===== src/rtl/vc_injector.sv =====
// vc_injector: captures one word per virtual channel into a hold register and
// pushes held words downstream one per cycle under round-robin arbitration.
module vc_injector #(
  parameter int QUEUE_QUANTITY = 4,
  parameter int BUF_WIDTH      = 3,
  parameter int CNT_WIDTH      = 8
) (
  input  logic                                    clk,
  input  logic                                    rst,
  input  logic                                    enb,
  input  logic                                    iniciar,
  input  logic [QUEUE_QUANTITY-1:0]               req,
  input  logic [QUEUE_QUANTITY*(BUF_WIDTH+1)-1:0] req_data,
  input  logic [QUEUE_QUANTITY-1:0]               pausa,
  input  logic [QUEUE_QUANTITY-1:0]               continuar,
  input  logic [QUEUE_QUANTITY-1:0]               error_full,
  output logic [QUEUE_QUANTITY-1:0]               ack,
  output logic                                    iniciar_out,
  output logic                                    push,
  output logic [$clog2(QUEUE_QUANTITY)-1:0]       vc_id,
  output logic [BUF_WIDTH:0]                      data_word,
  output logic [QUEUE_QUANTITY-1:0]               paused,
  output logic [QUEUE_QUANTITY-1:0]               drop_err,
  output logic [CNT_WIDTH-1:0]                    sent_cnt,
  output logic                                    idle
);

  localparam int VC_W = $clog2(QUEUE_QUANTITY);
  localparam int DW   = BUF_WIDTH + 1;

  localparam logic [1:0] ST_IDLE  = 2'd0;
  localparam logic [1:0] ST_RUN   = 2'd1;
  localparam logic [1:0] ST_DRAIN = 2'd2;

  // Handshakes: a source holds req[i] with its word until it sees ack[i]
  // (a one-cycle pulse after capture); push is a one-cycle valid strobe for
  // vc_id/data_word with no back-pressure from downstream.

  logic [1:0]                state_q, state_d;
  logic                      idle_q, idle_d;
  logic                      iniciar_out_q, iniciar_out_d;
  logic                      push_q, push_d;
  logic [QUEUE_QUANTITY-1:0] ack_q, ack_d;
  logic [VC_W-1:0]           vc_id_q, vc_id_d;
  logic [DW-1:0]             data_word_q, data_word_d;
  logic [QUEUE_QUANTITY-1:0] paused_q, paused_d;
  logic [QUEUE_QUANTITY-1:0] drop_err_q, drop_err_d;
  logic [CNT_WIDTH-1:0]      sent_cnt_q, sent_cnt_d;
  logic [QUEUE_QUANTITY-1:0] hold_vld_q, hold_vld_d;
  logic [DW-1:0]             hold_data_q [QUEUE_QUANTITY];
  logic [DW-1:0]             hold_data_d [QUEUE_QUANTITY];
  logic [VC_W-1:0]           ptr_q, ptr_d;

  logic [QUEUE_QUANTITY-1:0] eligible;
  logic                      grant_vld;
  logic [VC_W-1:0]           grant_idx;
  logic                      hi_vld, lo_vld;
  logic [VC_W-1:0]           hi_idx, lo_idx;
  logic                      start_run;

  assign eligible = hold_vld_q & ~paused_q & ~drop_err_q;

  // Round robin: lowest eligible index above the pointer, else lowest at or below it.
  always_comb begin
    hi_vld = 1'b0;
    lo_vld = 1'b0;
    hi_idx = '0;
    lo_idx = '0;
    for (int i = QUEUE_QUANTITY - 1; i >= 0; i--) begin
      if (eligible[i]) begin
        if (i > int'(ptr_q)) begin
          hi_vld = 1'b1;
          hi_idx = VC_W'(i);
        end else begin
          lo_vld = 1'b1;
          lo_idx = VC_W'(i);
        end
      end
    end
    grant_vld = hi_vld | lo_vld;
    grant_idx = hi_vld ? hi_idx : lo_idx;
  end

  always_comb begin
    state_d     = state_q;
    ptr_d       = ptr_q;
    hold_vld_d  = hold_vld_q;
    hold_data_d = hold_data_q;
    paused_d    = paused_q;
    drop_err_d  = drop_err_q;
    sent_cnt_d  = sent_cnt_q;
    vc_id_d     = vc_id_q;
    data_word_d = data_word_q;
    push_d      = 1'b0;
    ack_d       = '0;
    start_run   = 1'b0;

    if (enb) begin
      case (state_q)
        ST_IDLE: begin
          if (iniciar) begin
            state_d   = ST_RUN;
            start_run = 1'b1;
          end
        end
        ST_RUN: begin
          if (!iniciar) state_d = ST_DRAIN;
        end
        ST_DRAIN: begin
          if (iniciar) state_d = ST_RUN;
          else if (hold_vld_q == '0) state_d = ST_IDLE;
        end
        default: state_d = ST_IDLE;
      endcase

      // pausa dominates continuar when both arrive together.
      paused_d   = pausa | (paused_q & ~continuar);
      drop_err_d = (start_run ? '0 : drop_err_q) | error_full;

      if (grant_vld) begin
        push_d                = 1'b1;
        vc_id_d               = grant_idx;
        data_word_d           = hold_data_q[grant_idx];
        ptr_d                 = grant_idx;
        sent_cnt_d            = sent_cnt_q + 1'b1;
        hold_vld_d[grant_idx] = 1'b0;
      end

      // A hold emptied by this cycle's grant can refill in the same cycle.
      for (int i = 0; i < QUEUE_QUANTITY; i++) begin
        if (state_q == ST_RUN && req[i] && !hold_vld_d[i] && !drop_err_d[i]) begin
          hold_vld_d[i]  = 1'b1;
          hold_data_d[i] = req_data[i*DW +: DW];
          ack_d[i]       = 1'b1;
        end
      end

      hold_vld_d = hold_vld_d & ~drop_err_d;
    end

    idle_d        = (state_d == ST_IDLE);
    iniciar_out_d = (state_d != ST_IDLE);
  end

  always_ff @(posedge clk or negedge rst) begin
    if (!rst) begin
      state_q       <= ST_IDLE;
      idle_q        <= 1'b1;
      iniciar_out_q <= 1'b0;
      push_q        <= 1'b0;
      ack_q         <= '0;
      vc_id_q       <= '0;
      data_word_q   <= '0;
      paused_q      <= '0;
      drop_err_q    <= '0;
      sent_cnt_q    <= '0;
      hold_vld_q    <= '0;
      ptr_q         <= VC_W'(QUEUE_QUANTITY - 1);
      for (int i = 0; i < QUEUE_QUANTITY; i++) hold_data_q[i] <= '0;
    end else begin
      state_q       <= state_d;
      idle_q        <= idle_d;
      iniciar_out_q <= iniciar_out_d;
      push_q        <= push_d;
      ack_q         <= ack_d;
      vc_id_q       <= vc_id_d;
      data_word_q   <= data_word_d;
      paused_q      <= paused_d;
      drop_err_q    <= drop_err_d;
      sent_cnt_q    <= sent_cnt_d;
      hold_vld_q    <= hold_vld_d;
      ptr_q         <= ptr_d;
      hold_data_q   <= hold_data_d;
    end
  end

  assign ack         = ack_q;
  assign iniciar_out = iniciar_out_q;
  assign push        = push_q;
  assign vc_id       = vc_id_q;
  assign data_word   = data_word_q;
  assign paused      = paused_q;
  assign drop_err    = drop_err_q;
  assign sent_cnt    = sent_cnt_q;
  assign idle        = idle_q;

endmodule

===== config.mk =====
export PLATFORM = sky130hd
export DESIGN_NAME = vc_injector
export DESIGN_NICKNAME = d
export VERILOG_FILES = /design/src/rtl/vc_injector.sv
export SDC_FILE = /design/constraint.sdc
export NUM_CORES = 1
export LEC_CHECK = 0
export ABC_AREA = 1
export CORE_ASPECT_RATIO = 1.5
export CORE_UTILIZATION = 44
export CTS_CLUSTER_SIZE = 30
export DETAILED_ROUTE_END_ITERATION = 8
export PLACE_DENSITY = 0.76
export SYNTH_ARGS = -nofsm -noshare
export SYNTH_HDL_FRONTEND = slang
export SYNTH_SLANG_ARGS = --single-unit
export TNS_END_PERCENT = 30

===== constraint.sdc =====
create_clock -name clk -period 1.6 [get_ports clk]
set_input_delay 0.4 -clock clk [delete_from_list [all_inputs] [get_ports clk]]
set_output_delay 0.4 -clock clk [all_outputs]
set_load 0.01 [all_outputs]

==> run_summary.xml <==
<?xml version="1.0" encoding="UTF-8"?>
<metrics>
  <group name="die">
    <metric name="floorplan.die.height" unit="µm">96.1</metric>
    <metric name="design.die.area" unit="mm²">0.00622</metric>
    <metric name="floorplan.initialDensity" unit="">0.466</metric>
    <metric name="num_io_pins" unit="">65</metric>
    <metric name="placementRows" unit="">33</metric>
    <metric name="die_w" unit="µm">64.7</metric>
    <metric name="core-area" unit="mm²">0.00557</metric>
  </group>
  <group name="logic_synthesis">
    <metric name="mappedNetlistArea" unit="mm²">0.00260</metric>
    <metric name="yosys-top-cells-count" unit="">117 x nand2_1, 50 x dfrtp_1, 29 x nand3_1, 28 x inv_1, 20 x nand2_2</metric>
    <metric name="synth_largest_type_area_fraction" unit="">0.482</metric>
    <metric name="synthesis.area_per_instance" unit="µm²">8.09</metric>
    <metric name="post_synth_inst_count" unit="">321</metric>
    <metric name="asyncSetResetFlopFracSynth" unit="">1.00</metric>
    <metric name="yosys.cell_types.count" unit="">27</metric>
    <metric name="netlist_top_cells_area" unit="">dfrtp_1 48%, nand2_1 17%, nand3_1 5.6%</metric>
    <metric name="seq_area_frac_synth" unit="">0.512</metric>
    <metric name="yosys_register_bits" unit="">53</metric>
    <metric name="most_instantiated_flip_flop_cell_in_the_synthesis_netlist" unit="">dfrtp_1</metric>
    <metric name="synth_enable_flop_cells" unit="">0</metric>
    <metric name="yosysTopAreaCell" unit="">dfrtp_1</metric>
    <metric name="yosysWarningCount" unit="">0</metric>
    <metric name="synth_most_common_cell" unit="">nand2_1</metric>
    <metric name="synthesis.nets" unit="">358</metric>
  </group>
  <group name="finish">
    <metric name="antenna_cells_inserted" unit="">0</metric>
    <metric name="layout.nets" unit="">470</metric>
    <metric name="final_cell_area" unit="mm²">0.00396</metric>
    <metric name="syn2layout_area_growth" unit="%">52.5</metric>
    <metric name="drive_gt1_frac" unit="">0.270</metric>
  </group>
  <group name="clocking">
    <metric name="clock_sinks" unit="">53</metric>
    <metric name="worstSkewPairLatency" unit="ns">0.31</metric>
    <metric name="htreeDepth" unit="">2</metric>
    <metric name="cts.root.buffer_cell" unit="">clkbuf_8</metric>
    <metric name="cts-buffers-inserted" unit="">5</metric>
    <metric name="clk_pin_slew_worst_paths" unit="ns">0.09</metric>
    <metric name="cts_tree" unit="">built</metric>
    <metric name="clockBufferDepth" unit="">2</metric>
  </group>
  <group name="setup_path">
    <metric name="critical_path_required" unit="ns">1.80</metric>
    <metric name="setup.reg_to_reg.worst_slack" unit="ns">-0.17</metric>
    <metric name="critPathCaptureType" unit="">flip-flop</metric>
    <metric name="crit_top_cell" unit="">nand2_2</metric>
    <metric name="critPathTopFamily" unit="">simple AND/OR/NAND/NOR gates</metric>
    <metric name="reg2reg_to" unit="">hold_data_q[15]</metric>
    <metric name="critPathSlowestCell" unit="">dfstp_2</metric>
    <metric name="cp_cell_sequence" unit="">nand2_2 -&gt; nand2_2 -&gt; nand2_4 -&gt; nor2_4 -&gt; nand2_2 -&gt; buf_4 -&gt; inv_1 -&gt; nand3_1 -&gt; nand2_2 -&gt; nand2_4 -&gt; nand2_1 -&gt; nand2_1</metric>
    <metric name="critical_path.startpoint_type" unit="">flip-flop</metric>
    <metric name="buf_inv_on_cp" unit="">2</metric>
    <metric name="worst_setup_path_startpoint" unit="">ptr_q[1]</metric>
    <metric name="worstSetupPathDepth" unit="">12</metric>
    <metric name="cp_data_arrival_time" unit="ns">1.98</metric>
    <metric name="endpoint" unit="">hold_data_q[15]</metric>
    <metric name="startpoint_to_endpoint_class_of_the_critical_path" unit="">flip-flop to flip-flop</metric>
    <metric name="worstReg2RegStart" unit="">ptr_q[1]</metric>
    <metric name="worstPathMaxFanout" unit="">6</metric>
    <metric name="critPathMaxStageDelay" unit="ns">0.58</metric>
    <metric name="cells_on_worst_reg2reg_path" unit="">12</metric>
  </group>
  <group name="grt">
    <metric name="grt_pass1_wl" unit="mm">10.4</metric>
    <metric name="antenna_found_initial" unit="">0</metric>
    <metric name="grt_util_all_layers" unit="">0.218</metric>
    <metric name="number_of_global_route_vias_before_repair" unit="">2445</metric>
    <metric name="maximum_number_of_pins_on_one_net_before_global_route_repair" unit="">54</metric>
    <metric name="grt_overflow" unit="">0</metric>
  </group>
  <group name="sta">
    <metric name="final.setup.worst_slack" unit="ns">-0.173</metric>
    <metric name="fin_hold_ws" unit="ns">0.0788</metric>
    <metric name="finalCriticalPeriod" unit="ns">1.77</metric>
    <metric name="fin_skew" unit="ns">0.00672</metric>
    <metric name="setup_viol_count_final" unit="">39</metric>
    <metric name="timing.fmax" unit="GHz">0.564</metric>
    <metric name="grt_setup_unrepaired" unit="">true</metric>
    <metric name="timing_hold_violations_final" unit="">0</metric>
    <metric name="final_max_slew_viol_count" unit="">0</metric>
    <metric name="totalNegativeSetupSlack" unit="ns">-3.94</metric>
    <metric name="worst_pin_slew" unit="ns">0.384</metric>
    <metric name="maxSlewHeadroom" unit="">0.744</metric>
    <metric name="post-route-period-util" unit="">1.11</metric>
  </group>
  <group name="min_path">
    <metric name="hold_path.class" unit="">primary input to async pin</metric>
  </group>
  <group name="placement">
    <metric name="total_of_buffers_placed_on_input_and_output_ports" unit="">64</metric>
    <metric name="pre_cts_setup_slack" unit="ns">-0.384</metric>
    <metric name="placedInstanceArea" unit="mm²">0.00355</metric>
    <metric name="dp_hpwl" unit="mm">4.44</metric>
    <metric name="rd_place_congestion" unit="">0.823</metric>
  </group>
  <group name="pwr">
    <metric name="power_per_cell_area" unit="mW/mm²">857</metric>
    <metric name="maximum_vdd_ir_drop" unit="V">0.000453</metric>
    <metric name="leakagePower" unit="µW">0.00218</metric>
  </group>
  <group name="run_status">
    <metric name="failed_checks" unit="">negative setup slack</metric>
    <metric name="outcome" unit="">complete, but fails checks</metric>
  </group>
  <group name="detailed_routing">
    <metric name="first_pass_iters" unit="">6</metric>
    <metric name="route.detailed.wl_per_inst" unit="µm">13.0</metric>
    <metric name="drt_antenna_net_count" unit="">0</metric>
    <metric name="route.detailed.drc" unit="">0</metric>
    <metric name="route.final.wire_length" unit="mm">6.53</metric>
    <metric name="avgViaCountPerCell" unit="">4.94</metric>
    <metric name="detailedRoute.firstIterationViolations" unit="">125</metric>
    <metric name="routed-via-count" unit="">2491</metric>
  </group>
  <group name="job">
    <metric name="max_cap_violations" unit="">0</metric>
  </group>
</metrics>
## cells in the final DEF (no fill, tap or decap), types with 5 or more instances in the layout
cell type / synthesis / routed
nand2_1: 117 / 106
dfrtp_1: 50 / 50
clkdlybuf4s50_1: 0 / 35
buf_4: 0 / 34
nand3_1: 29 / 24
inv_1: 28 / 21
nand2_2: 20 / 20
nor2_1: 17 / 17
dlygate4sd2_1: 0 / 16
nand2_4: 2 / 11
dlymetal6s2s_1: 0 / 10
inv_2: 3 / 9
buf_6: 1 / 9
a21oi_1: 7 / 7
o21ai_0: 10 / 6
nand3_2: 0 / 5
clkbuf_8: 0 / 5
## state kept, by name, summed over array words and instances (netlist names)
| signal | cells |
|---|---|
| push | 1 |
| ptr_q | 2 |
| hold_data_q | 16 |
| data_word | 4 |
| idle | 1 |
| sent_cnt | 8 |
| drop_err | 4 |
| hold_vld_q | 4 |
| ack | 4 |
| vc_id | 2 |
| state_q | 2 |
| iniciar_out | 1 |
| paused | 4 |
## final cells by class
class	count	area, µm²
clock buffers	8	80.1
fillers	438	1620
inverters	33	144
multi-input cells	230	1260
flip-flops and latches	53	1330
well taps	70	87.6
repair buffers	110	1050
## how the worst min path moves through the flow
stage,from,end,slack (ns),cells after the start
floorplan,rst,ack[0],0.10,0
global placement,rst,sent_cnt[4],0.42,2
detailed placement,rst,sent_cnt[4],0.42,2
CTS,rst,sent_cnt[4],0.09,2
global route,rst,hold_data_q[7],0.11,2
finish,rst,sent_cnt[4],0.08,2
## per-layer routing
metal	vias to the layer above	share of wire	GRT usage
met5	-	0	0
met2	64	0.55	0.401
met3	14	0.033	0.0273
li1	1231	-	-
met4	0	0.024	0.119
met1	1182	0.39	0.241
## logic make-up (layout without fill, tap and decap cells)
group           Yosys count  in the layout  share of synthesized area
simple gates            200            200                      0.349
flops                    53             53                      0.512
buf+inv                  38            151                     0.0588
compound gates           22             22                     0.0516
xor+xnor                  7              7                     0.0236
fa+ha+maj                 1              1                    0.00482
## through the flow
stage | util | total power [µW] | instances
3_5_place_dp | 0.637 | 2650 | 483
3_3_place_gp | 0.637 | 2610 | 483
2_1_floorplan | - | 2180 | 321
5_1_grt | 0.710 | 3600 | 504
6_report | 0.710 | 3390 | 504
4_1_cts | 0.681 | 3370 | 496
## timing repair
action | CTS | global route
setup endpoints to repair | 58 | 52
hold buffers | 0 | 0
buffers inserted | 5 | 8
cloned | 0 | 0
pin swaps | 13 | 17
gates resized for setup | 61 | 30
## power by group
| part | switching, µW | internal [µW] |
|---|---|---|
| registers | 184 | 1580 |
| logic | 449 | 461 |
| clock network | 408 | 312 |
| total | 1040 | 2350 |
(Power assumes the default switching activity.)
